**config.mk**
```make
export PLATFORM = sky130hd
export DESIGN_NAME = mac_seq_ctrl
export DESIGN_NICKNAME = d
export VERILOG_FILES = /design/src/rtl/mac_seq_ctrl.sv
export SDC_FILE = /design/constraint.sdc
export NUM_CORES = 1
export LEC_CHECK = 0
export BUFFER_PORTS_ARGS = -buffer_cell sky130_fd_sc_hd__buf_2
export CORE_MARGIN = 2
export CORE_UTILIZATION = 32
export CTS_BUF_LIST = sky130_fd_sc_hd__clkbuf_2 sky130_fd_sc_hd__clkbuf_4 sky130_fd_sc_hd__clkbuf_8
export DETAILED_ROUTE_END_ITERATION = 10
export GPL_ROUTABILITY_DRIVEN = 0
export PLACE_DENSITY = 0.56
export SYNTH_ARGS = -nofsm -noshare
export SYNTH_HDL_FRONTEND = slang
export SYNTH_SLANG_ARGS = --single-unit
```
**constraint.sdc**
```tcl
create_clock -name clk -period 5.95 [get_ports clk]
set_input_delay 0 -clock clk [delete_from_list [all_inputs] [get_ports clk]]
set_output_delay 0 -clock clk [all_outputs]
set_load 0.01 [all_outputs]
```
**src/rtl/mac_seq_ctrl.sv**
```systemverilog
// Sequencer for a row of int4 MAC units: clears the accumulators, streams k operand
// address pairs to the synchronous buffers, drains the MAC pipeline, then hands off results.
module mac_seq_ctrl #(
    parameter int NUM_MAC = 8,
    parameter int ADDR_W  = 10,
    parameter int K_W     = 10,
    parameter int MAC_LAT = 2
) (
    input  logic               clk,
    input  logic               reset,
    input  logic               start,
    input  logic [K_W-1:0]     k_len,
    input  logic [ADDR_W-1:0]  w_base,
    input  logic [ADDR_W-1:0]  a_base,
    output logic               busy,
    output logic               done,
    output logic               rd_en,
    output logic [ADDR_W-1:0]  w_addr,
    output logic [ADDR_W-1:0]  a_addr,
    output logic [NUM_MAC-1:0] mac_clr,
    output logic [NUM_MAC-1:0] mac_en,
    output logic               op_zero,
    output logic               res_valid,
    input  logic               res_ready
);

    localparam int DW = $clog2(MAC_LAT + 1) + 1;

    localparam logic [2:0] S_IDLE  = 3'd0;
    localparam logic [2:0] S_CLEAR = 3'd1;
    localparam logic [2:0] S_FETCH = 3'd2;
    localparam logic [2:0] S_DRAIN = 3'd3;
    localparam logic [2:0] S_OUT   = 3'd4;

    logic [2:0]        r_state;
    logic [2:0]        w_state_nxt;
    logic              r_rst_q;
    logic [K_W-1:0]    r_k;
    logic [K_W-1:0]    r_cnt;
    logic [DW-1:0]     r_drain_cnt;
    logic [ADDR_W-1:0] r_w_addr;
    logic [ADDR_W-1:0] r_a_addr;
    logic              r_rd_q;
    logic              w_start_acc;

    // Starts are only honoured once the released reset has been seen by one clock edge.
    assign w_start_acc = start && r_rst_q;

    // NOTE: every signal assigned in always_comb gets a default first, so no latch is inferred.
    always_comb begin
        w_state_nxt = r_state;
        case (r_state)
            S_IDLE:  if (w_start_acc) w_state_nxt = S_CLEAR;
            S_CLEAR: w_state_nxt = (r_k == '0) ? S_OUT : S_FETCH;
            S_FETCH: if (r_cnt == r_k - K_W'(1)) w_state_nxt = S_DRAIN;
            S_DRAIN: if (r_drain_cnt == DW'(MAC_LAT)) w_state_nxt = S_OUT;
            S_OUT:   if (res_ready) w_state_nxt = S_IDLE;
            default: w_state_nxt = S_IDLE;
        endcase
    end

    // NOTE: sequential state uses non-blocking assignments only, with an asynchronous active-low clear.
    always_ff @(posedge clk or negedge reset) begin
        if (!reset) begin
            r_state     <= S_IDLE;
            r_rst_q     <= 1'b0;
            r_k         <= '0;
            r_cnt       <= '0;
            r_drain_cnt <= '0;
            r_w_addr    <= '0;
            r_a_addr    <= '0;
            r_rd_q      <= 1'b0;
        end else begin
            r_state <= w_state_nxt;
            r_rst_q <= 1'b1;
            r_rd_q  <= (r_state == S_FETCH);
            case (r_state)
                S_IDLE: begin
                    if (w_start_acc) begin
                        r_k      <= k_len;
                        r_w_addr <= w_base;
                        r_a_addr <= a_base;
                    end
                end
                S_CLEAR: begin
                    r_cnt       <= '0;
                    r_drain_cnt <= '0;
                end
                S_FETCH: begin
                    // Address wrap past 2^ADDR_W-1 is intentional.
                    r_cnt    <= r_cnt + K_W'(1);
                    r_w_addr <= r_w_addr + ADDR_W'(1);
                    r_a_addr <= r_a_addr + ADDR_W'(1);
                end
                S_DRAIN: r_drain_cnt <= r_drain_cnt + DW'(1);
                default: ;
            endcase
        end
    end

    assign busy      = (r_state != S_IDLE);
    assign rd_en     = (r_state == S_FETCH);
    assign w_addr    = r_w_addr;
    assign a_addr    = r_a_addr;
    assign mac_clr   = {NUM_MAC{r_state == S_CLEAR}};
    // MAC enable follows buffer data, which lags the read strobe by one cycle.
    assign mac_en    = {NUM_MAC{r_rd_q || (r_state == S_DRAIN)}};
    assign op_zero   = (r_state == S_DRAIN) && (r_drain_cnt != '0);
    assign res_valid = (r_state == S_OUT);
    assign done      = (r_state == S_OUT) && res_ready;

endmodule

```
==> impl_metrics.json <==
{
  "ys_ff_latch": 48,
  "drt-total-wl_um": 6690,
  "path_clk_slew_ns": 0.09,
  "rsz0062_at_grt": "false",
  "wire_per_inst_um": 13.1,
  "worst_ep_arrival_time_ns": 2.55,
  "synth_top_area_cell": "dfrtp_1",
  "cts_inserted_buffers": 5,
  "status": "completed",
  "max-clock-path-buffers": 2,
  "dr.first_iter.drc_count": 110,
  "fmax_mhz": 424,
  "antenna_left": 0,
  "grt_pass1_vias": 2537,
  "antenna_found_initial": 0,
  "h-tree-depth": 2,
  "die_h_um": 98.3,
  "maxCapViolCount": 0,
  "root_buffer": "clkbuf_8",
  "tns_ns": 0,
  "coreArea_um2": 8680,
  "fin_crit_sh": 0.396,
  "finClkSkew_ns": 0.00722,
  "synth_cell_types": 52,
  "synth.most_common_cell": "nand2_1",
  "initial_core_util": 0.328,
  "hold_class": "in -> reg",
  "vias_per_cell": 5.04,
  "placed_area_um2": 3170,
  "diodes": 0,
  "reg2reg_slack_ns": 3.59,
  "timing.slew.headroom": 0.421,
  "grt_max_degree": 49,
  "grt_first_pass_wirelength_um": 11700,
  "first_pass_iters": 4,
  "cp-startpoint": "r_k[0]",
  "grt_remaining_overflow": 0,
  "min_period_ns": 2.36,
  "crit_fanout": 5,
  "synthToLayoutAreaGrowth_pct": 25.3,
  "dp_worst_setup_slack_ns": 3.64,
  "drc": 0,
  "synth-edff-count": 0,
  "r2r_end": "r_state[0]",
  "fill_cells": 874,
  "p_leak_nw": 1.64,
  "fin_total_pwr_w": 0.00166,
  "ys_async_sr_fraction": 1.00,
  "crit_type": "reg -> reg",
  "worst_pin_slew_ns": 0.868,
  "postSynthAreaPerCell_um2": 8.92,
  "track_usage": 0.144,
  "synth_warnings": 0,
  "max-vdd-ir-drop_mv": 0.243,
  "holdPathEnd": "w_addr[8]",
  "whs_path_depth": 3,
  "finalSetupViolCount": 0,
  "synth_cells": 319,
  "hold_violations": 0,
  "dp_hpwl_um": 4600,
  "final_nets": 442,
  "postLayoutCellArea_um2": 3560,
  "rows": 34,
  "postCtsSetupBuffers": 0,
  "clk_latency_ns": 0.30,
  "synthFlopType": "dfrtp_1",
  "synth_common_cells": "nand2_1, dfrtp_1, nor2_1",
  "syn_nets": 361,
  "synth_area_leaders": "dfrtp_1, nand2_1, buf_4",
  "yosysTopAreaCellShare": 0.422,
  "timing.rr.start": "r_k[0]",
  "hold_start": "w_base[8]",
  "ctsHoldBuffers": 28,
  "io_buffers": 74,
  "crit_required_ns": 6.15,
  "cts_tree": "built",
  "drv_slew": 0,
  "power_density_nw_per_um2": 467,
  "crit_path_end_kind": "register",
  "fin_ws_ns": 3.59,
  "die_w_um": 98.3,
  "ioPinCount": 75,
  "start_kind": "register",
  "dieArea_um2": 9660,
  "syn-cell-area_um2": 2840,
  "cts_sinks": 48,
  "synth-seq-area-share": 0.422,
  "cts_resized": 0,
  "drive_gt1_frac": 0.239,
  "reg2regPathDepth": 7,
  "vias": 2567
}
[worst max-delay path by stage]
stage	endpoint	slack, ns	cells after the start
finish	r_state[0]	3.59	7
detailed placement	r_state[0]	3.64	7
floorplan	r_state[0]	3.86	7
CTS	r_state[0]	3.59	7
global route	r_state[0]	3.37	7
global placement	w_addr[4]	3.72	5
[through the flow]
stage,hold WS [ns],utilization,cells
floorplan,-0.296,-,319
global placement,0.148,0.365,473
detailed placement,0.149,0.365,473
CTS,0.00755,0.411,509
global route,0.0151,0.411,509
finish,0.0113,0.411,509
[where the power goes]
part | total [W] | internal (W) | leakage [nW] | switching (W)
logic | 0.000788 | 0.000350 | 1.01 | 0.000437
clock network | 0.000241 | 0.000129 | 0.0586 | 0.000111
registers | 0.000636 | 0.000458 | 0.563 | 0.000178
[area by class of cell]
type | instances | area [um2] | area share
inverters | 11 | 46.3 | 0.0130
clock inverters | 2 | 35.0 | 0.00983
clock buffers | 6 | 76.3 | 0.0214
repair buffers | 104 | 666 | 0.187
flip-flops and latches | 48 | 1200 | 0.337
well taps | 108 | 135 | 0.0379
multi-input cells | 230 | 1400 | 0.394
[placed cells by master, fill, tap and decap left out, drive strengths merged, types with 4 or more instances in the layout]
cell / n
and3: 8
buf: 76
xnor2: 4
nor2: 26
nor3: 8
nand2b: 4
o21ai: 18
dfrtp: 48
inv: 10
nand2: 51
dlygate4sd3: 28
clkbuf: 6
nand3: 18
a211oi: 6
xor2: 6
a21oi: 18
a31oi: 6
ha: 8
a311oi: 7
[registers in the layout, indices dropped and copies added, names as in the netlist]
signal / flops
a_addr: 10
r_cnt: 10
r_drain_cnt: 3
r_k: 10
r_rd_q: 1
r_rst_q: 1
r_state: 3
w_addr: 10
[logic make-up after synthesis]
group	after synthesis	synth area share
AND/OR/NAND/NOR	132	0.228
AO/OA/AOI/OAI	75	0.183
flip-flops	48	0.422
buffers and inverters	41	0.0840
XOR/XNOR	10	0.0308
adder cells (fa/ha/maj)	8	0.0352
multiplexers	4	0.0145
other	1	0.00132
[critical path, cell delays in order (launching register included)]
cell and delay (ns):
dfrtp_1 0.43, inv_1 0.11, ha_1 0.23, nor3b_1 0.52, mux2_2 0.40, a221oi_1 0.27
a21oi_1 0.11, a31o_1 0.18
[metal layers]
metal | up-vias | global-route usage | wire length [um]
met4 | 0 | 0.0506 | 101
li1 | 1278 | - | -
met3 | 10 | 0.0301 | 351
met2 | 89 | 0.239 | 3200
met1 | 1190 | 0.187 | 3030
met5 | - | 0 | 0
Power figures use the tool's default switching activity.
